<file path="src/rtl/audio_sample_scheduler_if.sv">
// Stereo sample handshake from the audio source and the strobed word toward the hdmi audio path.
interface audio_sample_scheduler_if #(
  parameter int unsigned AUDIO_BIT_WIDTH = 16
);
  logic                       src_valid;
  logic [AUDIO_BIT_WIDTH-1:0] src_left;
  logic [AUDIO_BIT_WIDTH-1:0] src_right;
  logic                       src_ready;
  logic                       sample_strobe;
  logic [AUDIO_BIT_WIDTH-1:0] audio_left;
  logic [AUDIO_BIT_WIDTH-1:0] audio_right;

  modport master (
    output src_valid, src_left, src_right,
    input  src_ready, sample_strobe, audio_left, audio_right
  );

  modport slave (
    input  src_valid, src_left, src_right,
    output src_ready, sample_strobe, audio_left, audio_right
  );
endinterface

</file>
<file path="src/rtl/audio_sample_scheduler.sv">
// Fractional-accumulator audio sample strobe in the pixel clock domain, feeding a small stereo FIFO
// whose head is presented once per strobe; empty-FIFO strobes are counted as underruns.
module audio_sample_scheduler #(
  parameter int unsigned PIXEL_RATE      = 74250000,
  parameter int unsigned AUDIO_RATE      = 48000,
  parameter int unsigned AUDIO_BIT_WIDTH = 16,
  parameter int unsigned FIFO_DEPTH      = 4,
  parameter int unsigned ACC_WIDTH       = 32,
  localparam int unsigned LEVEL_W        = $clog2(FIFO_DEPTH + 1)
) (
  input  logic                       clk_pixel,
  input  logic                       reset_n,
  input  logic                       enable,
  audio_sample_scheduler_if.slave    audio,
  output logic [LEVEL_W-1:0]         fifo_level,
  output logic [7:0]                 underrun_count
);

  localparam int unsigned PTR_W = $clog2(FIFO_DEPTH);
  localparam int unsigned WORD_W = 2 * AUDIO_BIT_WIDTH;
  localparam logic [ACC_WIDTH-1:0] INC = ACC_WIDTH'(AUDIO_RATE);
  localparam logic [ACC_WIDTH-1:0] WRAP = ACC_WIDTH'(PIXEL_RATE);
  localparam logic [LEVEL_W-1:0] FULL = LEVEL_W'(FIFO_DEPTH);

  // acc + AUDIO_RATE must never overflow, otherwise the tick compare silently breaks
  if (ACC_WIDTH > 62 ||
      (64'(PIXEL_RATE) + 64'(AUDIO_RATE)) >= (64'd1 << ACC_WIDTH)) begin : g_bad_acc_width
    $error("audio_sample_scheduler: PIXEL_RATE + AUDIO_RATE does not fit in ACC_WIDTH");
  end
  if (AUDIO_RATE == 0 || AUDIO_RATE >= PIXEL_RATE) begin : g_bad_rates
    $error("audio_sample_scheduler: need 0 < AUDIO_RATE < PIXEL_RATE");
  end
  if (FIFO_DEPTH < 2 || (FIFO_DEPTH & (FIFO_DEPTH - 1)) != 0) begin : g_bad_depth
    $error("audio_sample_scheduler: FIFO_DEPTH must be a power of two >= 2");
  end

  logic [ACC_WIDTH-1:0]       acc;
  logic [ACC_WIDTH-1:0]       acc_next;
  logic                       tick;
  logic                       empty;
  logic                       push;
  logic                       pop;
  logic [PTR_W-1:0]           wr_ptr;
  logic [PTR_W-1:0]           rd_ptr;
  logic [WORD_W-1:0]          mem [FIFO_DEPTH];
  logic                       strobe;
  logic [AUDIO_BIT_WIDTH-1:0] left;
  logic [AUDIO_BIT_WIDTH-1:0] right;

  assign acc_next = acc + INC;
  assign tick     = enable && (acc_next >= WRAP);
  assign empty    = (fifo_level == '0);
  assign push     = audio.src_valid && audio.src_ready;
  assign pop      = tick && !empty;

  assign audio.src_ready     = (fifo_level != FULL);
  assign audio.sample_strobe = strobe;
  assign audio.audio_left    = left;
  assign audio.audio_right   = right;

  always_ff @(posedge clk_pixel or negedge reset_n) begin
    if (!reset_n) begin
      acc <= '0;
    end else if (enable) begin
      acc <= tick ? (acc_next - WRAP) : acc_next;
    end
  end

  // Storage carries no reset; entries are only read once the level says they were written.
  always_ff @(posedge clk_pixel) begin
    if (push) begin
      mem[wr_ptr] <= {audio.src_left, audio.src_right};
    end
  end

  always_ff @(posedge clk_pixel or negedge reset_n) begin
    if (!reset_n) begin
      wr_ptr         <= '0;
      rd_ptr         <= '0;
      fifo_level     <= '0;
      strobe         <= 1'b0;
      left           <= '0;
      right          <= '0;
      underrun_count <= '0;
    end else begin
      strobe <= tick;
      if (push) begin
        wr_ptr <= wr_ptr + PTR_W'(1);
      end
      if (pop) begin
        rd_ptr        <= rd_ptr + PTR_W'(1);
        {left, right} <= mem[rd_ptr];
      end
      if (push && !pop) begin
        fifo_level <= fifo_level + LEVEL_W'(1);
      end else if (pop && !push) begin
        fifo_level <= fifo_level - LEVEL_W'(1);
      end
      // A push landing on an empty tick edge is too late for this strobe: still an underrun.
      if (tick && empty && underrun_count != 8'hFF) begin
        underrun_count <= underrun_count + 8'd1;
      end
    end
  end

endmodule

</file>
<file path="src/flat_wrapper.sv">
// flat-port wrapper written by rule: the top's interface ports become plain ports
module audio_sample_scheduler_flat 
#(
  parameter int unsigned PIXEL_RATE      = 74250000,
  parameter int unsigned AUDIO_RATE      = 48000,
  parameter int unsigned AUDIO_BIT_WIDTH = 16,
  parameter int unsigned FIFO_DEPTH      = 4,
  parameter int unsigned ACC_WIDTH       = 32,
  localparam int unsigned LEVEL_W        = $clog2(FIFO_DEPTH + 1)
)
  (clk_pixel, reset_n, enable, fifo_level, underrun_count, audio_src_valid, audio_src_left, audio_src_right, audio_src_ready, audio_sample_strobe, audio_audio_left, audio_audio_right);
  audio_sample_scheduler_if #(.AUDIO_BIT_WIDTH(AUDIO_BIT_WIDTH)) audio_i ();
  input  logic clk_pixel;
  input  logic reset_n;
  input  logic enable;
  output logic [LEVEL_W-1:0] fifo_level;
  output logic [7:0] underrun_count;
  input wire logic [$bits(audio_i.src_valid)-1:0] audio_src_valid;
  input wire logic [$bits(audio_i.src_left)-1:0] audio_src_left;
  input wire logic [$bits(audio_i.src_right)-1:0] audio_src_right;
  output wire logic [$bits(audio_i.src_ready)-1:0] audio_src_ready;
  output wire logic [$bits(audio_i.sample_strobe)-1:0] audio_sample_strobe;
  output wire logic [$bits(audio_i.audio_left)-1:0] audio_audio_left;
  output wire logic [$bits(audio_i.audio_right)-1:0] audio_audio_right;
  assign audio_i.src_valid = audio_src_valid;
  assign audio_i.src_left = audio_src_left;
  assign audio_i.src_right = audio_src_right;
  assign audio_src_ready = audio_i.src_ready;
  assign audio_sample_strobe = audio_i.sample_strobe;
  assign audio_audio_left = audio_i.audio_left;
  assign audio_audio_right = audio_i.audio_right;
  audio_sample_scheduler #(.PIXEL_RATE(PIXEL_RATE), .AUDIO_RATE(AUDIO_RATE), .AUDIO_BIT_WIDTH(AUDIO_BIT_WIDTH), .FIFO_DEPTH(FIFO_DEPTH), .ACC_WIDTH(ACC_WIDTH)) u_core (.clk_pixel(clk_pixel), .reset_n(reset_n), .enable(enable), .audio(audio_i), .fifo_level(fifo_level), .underrun_count(underrun_count));
endmodule
</file>
<file path="config.mk">
export PLATFORM = sky130hd
export DESIGN_NAME = audio_sample_scheduler_flat
export DESIGN_NICKNAME = d
export VERILOG_FILES = /design/src/rtl/audio_sample_scheduler_if.sv /design/src/rtl/audio_sample_scheduler.sv /design/src/flat_wrapper.sv
export SDC_FILE = /design/constraint.sdc
export NUM_CORES = 1
export LEC_CHECK = 0
export CORE_MARGIN = 4
export CORE_UTILIZATION = 25
export CTS_CLUSTER_SIZE = 20
export DETAILED_ROUTE_END_ITERATION = 12
export GPL_TIMING_DRIVEN = 0
export SYNTH_ARGS = -nofsm -noshare
export SYNTH_HDL_FRONTEND = slang
export SYNTH_SLANG_ARGS = --single-unit
</file>
<file path="constraint.sdc">
create_clock -name clk_pixel -period 11.25 [get_ports clk_pixel]
set_input_delay 2.25 -clock clk_pixel [delete_from_list [all_inputs] [get_ports clk_pixel]]
set_output_delay 2.25 -clock clk_pixel [all_outputs]
set_load 0.005 [all_outputs]
</file>
==> results of run 1 <==
[metal layers]
| layer | share of wire (%) | up-vias |
|---|---|---|
| li1 | - | 3015 |
| met2 | 48 | 232 |
| met3 | 6.6 | 54 |
| met1 | 42 | 3279 |
| met4 | 2.6 | 2 |
| met5 | 0.054 | - |
[power by group through the flow]
| stage | Sequential [mW] | Clock [mW] | Combinational [mW] |
|---|---|---|---|
| after floorplan | 1.16 | 0 | 0.927 |
| after global placement | 1.19 | 0 | 1.34 |
| after detailed placement | 1.19 | 0 | 1.38 |
| after CTS | 1.18 | 0.789 | 1.38 |
| after global routing | 1.20 | 0.820 | 1.51 |
| final | 1.18 | 0.765 | 1.37 |
[sequential cells by signal (all words and copies together), names as in the netlist]
| signal | cells |
|---|---|
| u_core.audio.audio_left | 16 |
| u_core.audio.sample_strobe | 1 |
| u_core.underrun_count | 8 |
| u_core.fifo_level | 3 |
| u_core.audio.audio_right | 16 |
| u_core.rd_ptr | 2 |
| u_core.acc | 28 |
| u_core.mem | 128 |
| u_core.wr_ptr | 2 |
[area by class of cell]
type,instances,area [um^2],share of cell area (%)
clock inverters,12,125.1,1.025
clock buffers,29,660.6,5.410
inverters,17,63.81,0.5226
flip-flops and latches,204,5746,47.05
plain buffers,42,209.0,1.711
well taps,518,648.1,5.308
multi-input cells,455,3852,31.55
repair buffers,85,905.9,7.419
[stage by stage]
| stage | cells | util [%] | instance area, um^2 | setup WS (ps) |
|---|---|---|---|---|
| 6_report | 1362 | 31.45 | 12210 | 5786 |
| 2_1_floorplan | 718 | - | 9866 | 6888 |
| 5_1_grt | 1362 | 31.45 | 12210 | 5415 |
| 4_1_cts | 1362 | 31.45 | 12210 | 5823 |
| 3_3_place_gp | 1316 | 29.14 | 11310 | 4530 |
| 3_5_place_dp | 1321 | 29.42 | 11420 | 5895 |
[critical path: cells and delay by family (launching register included)]
kind	cells	cell delay (ps)
xor+xnor	2	300
flops	1	340
fa+ha+maj	3	860
buf+inv	6	910
simple gates	5	1290
compound gates	4	1660
[final timing paths]
kind / slack (ps) / from / to / depth (start not counted)
max in group asynchronous: 8980 / reset_n / u_core.audio.audio_left[2] / 2
setup / recovery: 5790 / u_core.acc[7] / u_core.fifo_level[2] / 20
hold reg to reg: 480 / u_core.underrun_count[5] / u_core.underrun_count[5] / 1
setup reg to reg: 5790 / u_core.acc[7] / u_core.fifo_level[2] / 20
min in group asynchronous: 1630 / reset_n / u_core.acc[17] / 1
hold / removal: 480 / u_core.underrun_count[5] / u_core.underrun_count[5] / 1
[kinds of logic (layout without fill, tap and decap cells)]
family          count (synthesis)  count (layout)  share of synthesized area, %
buf+inv                        59             185                         2.765
fa+ha+maj                      12              12                         1.573
flops                         204             204                         58.24
compound gates                126             126                         9.943
xor+xnor                       38              38                         3.374
simple gates                  205             205                         11.03
mux                            74              74                         13.08
[layout by cell type (no fill, tap or decap), types with 24 or more instances in the layout]
| cell type | netlist | layout |
|---|---|---|
| edfxtp_1 | 128 | 128 |
| clkdlybuf4s50_1 | 0 | 79 |
| dfrtp_1 | 76 | 76 |
| nand2_1 | 37 | 37 |
| nor2_1 | 34 | 34 |
| mux4_2 | 32 | 32 |
| nand3_1 | 28 | 28 |
| mux2_4 | 28 | 28 |
| clkbuf_1 | 24 | 26 |
| clkbuf_16 | 0 | 25 |
| o21ai_0 | 24 | 24 |
==> impl_metrics.env, run 1 <==
export IMPL_antenna_left=0
export IMPL_total_power_mw=3.313
export IMPL_first_iter_violations=461
export IMPL_cts_max_level=1
export IMPL_post_cts_buffers=0
export IMPL_cts_tree="built"
export IMPL_hold_violations=0
export IMPL_power_internal_mw=2.167
export IMPL_post_route_period_util_pct=48.57
export IMPL_grt_busiest_layer="met2"
export IMPL_io_pins=81
export IMPL_drive_above_1_share_pct=17.18
export IMPL_cts_hold_buf=0
export IMPL_yosys_warnings=0
export IMPL_rsz0062_at_grt="no"
export IMPL_nNetsFinal=875
export IMPL_grt_overflow_total=0
export IMPL_arrival_ps=5880
export IMPL_cts_buffer_depth=3
export IMPL_crit_fanout=10
export IMPL_p_comb_share_pct=41.4
export IMPL_worst_pin_slew_ps=972.7
export IMPL_worstSetupEndpointType="flip-flop"
export IMPL_leakage_nw=4.301
export IMPL_pwr_share_seq_pct=35.5
export IMPL_hold_path_class="flip-flop to flip-flop"
export IMPL_grt_pass1_wl_um=38760
export IMPL_dp_hpwl_um=16270
export IMPL_nFillCells=3832
export IMPL_async_flop_share_pct=37.25
export IMPL_p_switching_mw=1.146
export IMPL_worst_hold_slack_ps=479.3
export IMPL_grtUsageMet2_pct=19.16
export IMPL_synthToLayoutAreaGrowth_pct=23.77
export IMPL_ys_seq_elements=204
export IMPL_grt_pass1_vias=6863
export IMPL_antenna_found_initial=1
export IMPL_setup_viol=0
export IMPL_maxSlewHeadroom_pct=34.65
export IMPL_clk_pin_slew_ps=60
export IMPL_crit_path_start_kind="flip-flop"
export IMPL_wl_per_cell_um=17.74
export IMPL_grtUsageMet1_pct=14.74
export IMPL_maxCapViolations=0
export IMPL_via_count=6582
export IMPL_synthCells=718
export IMPL_viasPerCell=4.833
export IMPL_ys_top_cells_by_area="edfxtp_1 (39%), dfrtp_1 (19%), mux4_2 (7.3%)"
export IMPL_clock_sinks=204
export IMPL_post_cts_resized=0
export IMPL_fmax_ghz=0.1830
export IMPL_status="complete, no violations"
export IMPL_slew_viol_final=0
export IMPL_gp_congestion=0.9133
export IMPL_gr_usage_all_layers_pct=11.33
export IMPL_drt_pass1_iter_count=6
export IMPL_die_area_um2=42700
export IMPL_p_clk_share_pct=23.1
export IMPL_fin_worst_skew_ps=22.91
export IMPL_drc=0
export IMPL_die_y_um=206.7
export IMPL_die_width_um=206.7
export IMPL_initial_utilization_pct=25.41
export IMPL_crit_required_ps=11670
export IMPL_clockRootBuffer="clkbuf_16"
export IMPL_yosysSeqAreaShare_pct=58.24
export IMPL_synth_most_common_cell="edfxtp_1"
export IMPL_peakVddDrop_mv=0.1602
export IMPL_power_density_nw_per_um2=271.4
export IMPL_floorplan_core_area_um2=38830
export IMPL_setup_tns_ps=0
export IMPL_crit_path_top_delay_cell="a211oi_1"
export IMPL_grt_max_degree=57
export IMPL_synth_edf_count=128
export IMPL_drt_wl_total_um=24170
export IMPL_synth_flop_cell="edfxtp_1"
export IMPL_grt_util_met3_pct=2.297
export IMPL_antennaDiodeCount=0
export IMPL_syn_area_um2=9866
export IMPL_power_share_switching_pct=34.60
export IMPL_ys_types=73
export IMPL_yosys_area_top_type="edfxtp_1"
export IMPL_synthesis_nets=765
export IMPL_insertion_delay_ps=510
export IMPL_numCtsBuffers=23
export IMPL_path_class="flip-flop to flip-flop"
export IMPL_avgSynthCellArea_um2=13.74
export IMPL_max_stage_delay_ps=700
export IMPL_crit_chain="buf_2, inv_1, ha_1, nand2b_1, buf_2, a21oi_1, nor4_1, nand3_1, a211oi_1, o31ai_4, a21oi_2, or3_1, buf_6, buf_6, ha_1, inv_1, fa_1, xor2_1, nor2_1, xor2_1"
export IMPL_portBuffers=80
export IMPL_period_minus_slack_ps=5464
export IMPL_fp_row_count=72
export IMPL_synth_top_cell_area_share_pct=38.96
export IMPL_synth_top_cells_by_count="edfxtp_1 (128), dfrtp_1 (76), nand2_1 (37)"
No activity file was read; power rests on OpenSTA's default activity.
==> run 2, diff against run 1 <==
clock period = 5.1 ns   (was 11.25 ns; I/O delays follow)
==> run 2 against run 1 <==
Net effect: worst hold slack got worse by 79 ps; setup slack lost 5500 ps; first-iteration DRC count fell by 5.6%; non-clock buffer count rose by 5; sequential power grew 120%; clock skew is 0.64 ps lower; largest cell class unchanged.
==> impl_metrics.env, run 2 (same netlist as run 1, synthesis figures left out) <==
export IMPL_crit_path_start_kind="flip-flop"
export IMPL_power_density_nw_per_um2=597.4
export IMPL_nNetsFinal=880
export IMPL_grt_pass1_vias=6877
export IMPL_dp_slack_ps=-254.6
export IMPL_largest_reg_flops=128
export IMPL_crit_path_start="u_core.acc[7]"
export IMPL_rsz0062_at_grt="no"
export IMPL_via_count=6565
export IMPL_drive_above_1_share_pct=18.37
export IMPL_ff2ff_setup_slack_ps=310
export IMPL_dp_hpwl_um=16270
export IMPL_cts_hold_buf=0
export IMPL_setup_slack_ps=310.3
export IMPL_clock_sinks=204
export IMPL_final_common_cell="edfxtp_1"
export IMPL_io_pins=81
export IMPL_antennaDiodeCount=0
export IMPL_p_switching_mw=2.546
export IMPL_arrival_ps=5160
export IMPL_maxSlewHeadroom_pct=33.61
export IMPL_fmax_ghz=0.2088
export IMPL_grt_overflow_total=0
export IMPL_status="complete, no violations"
export IMPL_die_area_um2=42700
export IMPL_setup_viol=0
export IMPL_grt_pass1_wl_um=38810
export IMPL_cts_buffer_depth=3
export IMPL_portBuffers=80
export IMPL_crit_fanout=10
export IMPL_post_route_period_util_pct=93.91
export IMPL_largest_register="u_core.mem"
export IMPL_slew_viol_final=0
export IMPL_cts_max_level=1
export IMPL_worst_hold_slack_ps=400.7
export IMPL_worst_r2r_endpoint="u_core.fifo_level[1]"
export IMPL_period_minus_slack_ps=4790
export IMPL_power_share_switching_pct=34.70
export IMPL_worst_pin_slew_ps=988.3
export IMPL_antenna_left=0
export IMPL_p_comb_share_pct=41.6
export IMPL_leakage_nw=4.328
export IMPL_synthToLayoutAreaGrowth_pct=24.48
export IMPL_grt_max_degree=57
export IMPL_die_width_um=206.7
export IMPL_drc=0
export IMPL_gr_usage_all_layers_pct=11.34
export IMPL_layout_common_cells="edfxtp_1 (128), clkdlybuf4s50_1 (79), dfrtp_1 (76)"
export IMPL_hold_violations=0
export IMPL_clk_pin_slew_ps=70
export IMPL_p_clk_share_pct=23.0
export IMPL_die_y_um=206.7
export IMPL_initial_utilization_pct=25.41
export IMPL_maxCapViolations=0
export IMPL_drt_wl_total_um=24320
export IMPL_path_class="flip-flop to flip-flop"
export IMPL_pwr_share_seq_pct=35.4
export IMPL_crit_required_ps=5480
export IMPL_drt_pass1_iter_count=5
export IMPL_insertion_delay_ps=510
export IMPL_r2r_start="u_core.acc[7]"
export IMPL_worstSetupEndpointType="flip-flop"
export IMPL_largest_registers="u_core.mem: 128 flops, u_core.acc: 28 flops"
export IMPL_numCtsBuffers=23
export IMPL_peakVddDrop_mv=0.3539
export IMPL_power_internal_mw=4.791
export IMPL_first_iter_violations=435
export IMPL_total_power_mw=7.336
export IMPL_cts_tree="built"
export IMPL_ff2ff_path_depth=15
export IMPL_floorplan_core_area_um2=38830
export IMPL_viasPerCell=4.802
export IMPL_fp_row_count=72
export IMPL_gp_congestion=0.9133
export IMPL_fin_worst_skew_ps=22.26
export IMPL_postLayoutCoreUtil_pct=31.63
export IMPL_hold_path_class="primary input to asynchronous set/reset pin"
export IMPL_clockRootBuffer="clkbuf_16"
export IMPL_wl_per_cell_um=17.79
export IMPL_antenna_found_initial=1
export IMPL_setup_tns_ps=0
run 2: final cells by class:
cell class	count	area [um^2]
Timing Repair Buffer	90	943.4
Tap cell	518	648.1
Sequential cell	204	5746
Buffer	42	209.0
Multi-Input combinational cell	455	3885
Inverter	17	63.81
Clock buffer	29	660.6
Fill cell	3832	26550
Clock inverter	12	125.1
run 2: power by group through the flow:
| stage | Sequential, mW | Combinational (mW) | Clock, mW |
|---|---|---|---|
| after detailed placement | 2.62 | 3.04 | 0 |
| final | 2.60 | 3.05 | 1.69 |
| after CTS | 2.60 | 3.06 | 1.74 |
| after global routing | 2.66 | 3.36 | 1.81 |
| after floorplan | 2.55 | 2.05 | 0 |
| after global placement | 2.63 | 2.95 | 0 |
run 2: routing by layer:
metal	global-route usage (%)	vias up	part of all wire (%)	wire (um)
li1	-	3015	-	-
met1	14.70	3294	43	10340
met2	19.24	200	48	11730
met3	2.312	54	6.6	1603
met4	3.398	2	2.6	633
met5	0	-	0.053	13
run 2: worst max path at each step:
| stage | to | slack, ps | cells past startpoint |
|---|---|---|---|
| final | u_core.fifo_level[1] | 310 | 15 |
| after global routing | u_core.fifo_level[1] | 10 | 15 |
| after CTS | u_core.fifo_level[2] | 40 | 20 |
| after detailed placement | u_core.fifo_level[2] | -250 | 20 |
| after global placement | u_core.audio.audio_left[2] | -390 | 1 |
| after floorplan | u_core.fifo_level[2] | 740 | 20 |
run 2: timing repair:
item / 4_1_cts / 5_1_grt
hold endpoints to repair: 0 / 0
pin swaps: 0 / 2
setup buffers: 0 / 5
setup endpoints to repair: 2 / 2
gates resized for setup: 2 / 5
run 2: worst max-delay path, cell delays in order, from the launching register on:
cell	delay (ps)
dfrtp_1	380
buf_2	190
o311a_1	410
o31ai_1	460
xnor2_1	290
o21ai_1	260
or4b_4	570
o31ai_4	320
a21oi_4	90
or3_1	400
buf_6	160
buf_6	160
ha_1	230
inv_1	70
fa_1	390
mux2_2	260
run 2: stage by stage:
step / instances / cell area [um^2]
2_1_floorplan: 718 / 9866
3_3_place_gp: 1316 / 11310
3_5_place_dp: 1321 / 11420
4_1_cts: 1362 / 12220
5_1_grt: 1367 / 12280
6_report: 1367 / 12280
==> run 3, diff against run 2 <==
ABC_AREA = 1   (was default)
CORE_UTILIZATION = 55   (was 25)
PLACE_DENSITY = 0.76   (was default)
==> run 3 against run 2 <==
Net effect: design area shrank 5.0%; non-clock buffer count shrank 10; via count grew 18%; synthesized cell count grew 50%.
==> impl_metrics.env, run 3 <==
export IMPL_fp_row_count=48
export IMPL_crit_fanout=10
export IMPL_period_minus_slack_ps=3908
export IMPL_worst_pin_slew_ps=895.7
export IMPL_die_y_um=140.8
export IMPL_ys_types=34
export IMPL_antenna_found_initial=0
export IMPL_dp_hpwl_um=15530
export IMPL_die_area_um2=19820
export IMPL_cts_max_level=1
export IMPL_total_power_mw=5.018
export IMPL_drive_above_1_share_pct=7.583
export IMPL_final_common_cell="nand2_1"
export IMPL_synth_edf_count=128
export IMPL_cts_hold_buf=0
export IMPL_nNetsFinal=1231
export IMPL_max_stage_delay_ps=440
export IMPL_gr_usage_all_layers_pct=22.55
export IMPL_io_pins=81
export IMPL_floorplan_core_area_um2=17300
export IMPL_crit_path_start_kind="flip-flop"
export IMPL_grt_overflow_total=0
export IMPL_die_width_um=140.8
export IMPL_portBuffers=80
export IMPL_wl_per_cell_um=15.84
export IMPL_cts_buffer_depth=3
export IMPL_hold_violations=0
export IMPL_leakage_nw=5.049
export IMPL_numCtsBuffers=23
export IMPL_synthesis_nets=1121
export IMPL_synth_top_cells_by_count="nand2_1 (372), edfxtp_1 (128), nor2_1 (109)"
export IMPL_p_switching_mw=1.583
export IMPL_setup_tns_ps=0
export IMPL_insertion_delay_ps=510
export IMPL_synthToLayoutAreaGrowth_pct=20.31
export IMPL_slew_viol_final=0
export IMPL_synth_most_common_cell="nand2_1"
export IMPL_via_count=7755
export IMPL_worstSetupEndpointType="flip-flop"
export IMPL_post_cts_buffers=0
export IMPL_path_buf_inv=5
export IMPL_antenna_left=0
export IMPL_cts_tree="built"
export IMPL_design_area_um2=11670
export IMPL_drc=0
export IMPL_synthCells=1074
export IMPL_viasPerCell=5.442
export IMPL_post_route_period_util_pct=76.63
export IMPL_async_flop_share_pct=37.25
export IMPL_rsz0062_at_grt="no"
export IMPL_pwr_share_seq_pct=43.6
export IMPL_yosys_area_top_type="edfxtp_1"
export IMPL_avgSynthCellArea_um2=9.030
export IMPL_peakVddDrop_mv=0.3072
export IMPL_fmax_ghz=0.2559
export IMPL_ys_top_cells_by_area="edfxtp_1 (40%), dfrtp_1 (20%), nand2_1 (14%)"
export IMPL_grt_max_degree=56
export IMPL_grt_pass1_vias=7439
export IMPL_antennaDiodeCount=0
export IMPL_worst_hold_slack_ps=408.8
export IMPL_post_cts_resized=0
export IMPL_maxSlewHeadroom_pct=39.83
export IMPL_crit_path_top_delay_cell="fa_1"
export IMPL_arrival_ps=4290
export IMPL_dpl_cell_area_um2=10940
export IMPL_synth_top_cell_area_share_pct=39.63
export IMPL_status="complete, no violations"
export IMPL_crit_required_ps=5480
export IMPL_clk_pin_slew_ps=70
export IMPL_p_comb_share_pct=24.8
export IMPL_largest_register="u_core.mem"
export IMPL_synth_flop_cell="edfxtp_1"
export IMPL_gp_congestion=0.9057
export IMPL_clockRootBuffer="clkbuf_16"
export IMPL_largest_registers="u_core.mem: 128 flops, u_core.acc: 28 flops"
export IMPL_ys_seq_elements=204
export IMPL_first_iter_violations=565
export IMPL_grt_pass1_wl_um=36380
export IMPL_clock_sinks=204
export IMPL_power_density_nw_per_um2=430.1
export IMPL_yosysSeqAreaShare_pct=59.24
export IMPL_initial_utilization_pct=56.07
export IMPL_critical_path_top_delay_family="simple AND/OR/NAND/NOR gates"
export IMPL_largest_reg_flops=128
export IMPL_p_clk_share_pct=31.6
export IMPL_power_share_switching_pct=31.54
export IMPL_path_common_cell="nand2_1"
export IMPL_fin_worst_skew_ps=18.10
export IMPL_drt_pass1_iter_count=8
export IMPL_power_internal_mw=3.436
export IMPL_setup_viol=0
export IMPL_maxCapViolations=0
export IMPL_layout_common_cells="nand2_1 (372), edfxtp_1 (128), nor2_1 (105)"
export IMPL_yosys_warnings=0
export IMPL_crit_chain="inv_2, ha_1, nand2_1, nand2_2, nand2_1, nand2_1, nand2_1, nand2_1, nand2_1, nand2_1, inv_2, nand2_1, nor2_2, nand3_1, nand3_2, nand2_4, nor2_8, inv_4, buf_6, ha_1, inv_1, fa_1, mux2_2"
export IMPL_drt_wl_total_um=22570
export IMPL_path_class="flip-flop to flip-flop"
export IMPL_hold_path_class="primary input to asynchronous set/reset pin"
export IMPL_syn_area_um2=9698
## run 3: through the flow
step | utilization [%] | worst slack (ps) | cells
after CTS | 67.46 | 1202 | 1425
after global routing | 67.46 | 825.3 | 1425
after floorplan | - | 1808 | 1074
final | 67.46 | 1192 | 1425
after detailed placement | 63.24 | 1250 | 1384
after global placement | 62.33 | 11.98 | 1379
## run 3: power groups by stage
stage                     Combinational [mW]  Sequential, mW  Clock [mW]
after floorplan                        0.849            2.20           0
after global placement                  1.12            2.23           0
after detailed placement                1.23            2.22           0
after CTS                               1.24            2.19        1.60
after global routing                    1.41            2.21        1.68
final                                   1.25            2.19        1.58
## run 3: path summary, 6_finish.rpt
| path | from | endpoint | slack, ps | cells after the start |
|---|---|---|---|---|
| worst max-delay path | u_core.acc[7] | u_core.fifo_level[1] | 1190 | 23 |
| worst min-delay path | reset_n | u_core.acc[14] | 410 | 1 |
| worst max register to register | u_core.acc[7] | u_core.fifo_level[1] | 1190 | 23 |
| worst min register to register | u_core.audio.audio_right[12] | u_core.audio.audio_right[12] | 470 | 2 |
| max in group asynchronous | reset_n | u_core.audio.audio_left[12] | 4080 | 2 |
| min in group clk_pixel | u_core.audio.audio_right[12] | u_core.audio.audio_right[12] | 470 | 2 |
## run 3: cell type report
class	instances	area [um^2]
multi-input combinational	756	3506
sequential	204	5746
clock inverter	12	121.4
timing repair buffer	85	928.4
buffer	37	185.2
clock buffer	29	608.1
inverter	77	291.5
fill	1342	5629
tap	225	281.5
## run 3: worst register-to-register path: cells and delay by family (launching register included)
kind                     cells  cell delay [ps]
multiplexers                 1              280
buffers and inverters        5              530
adder cells (fa/ha/maj)      3              840
AND/OR/NAND/NOR             14             1720
flip-flops                   1              420
## run 3: kinds of logic after synthesis
kind of cell | count (synthesis) | share of synthesized area (%)
AND/OR/NAND/NOR | 617 | 26.60
flip-flops | 204 | 59.24
buffers and inverters | 114 | 4.916
AO/OA/AOI/OAI | 110 | 6.089
XOR/XNOR | 17 | 1.535
adder cells (fa/ha/maj) | 11 | 1.497
multiplexers | 1 | 0.1161
## run 3: per-layer routing
layer / vias to the layer above / wire [um] / GRT usage (%)
met5: - / 0 / 0
met4: 0 / 399 / 6.527
met3: 46 / 1645 / 3.664
met2: 274 / 11420 / 39.74
met1: 3656 / 9102 / 28.87
li1: 3779 / - / -
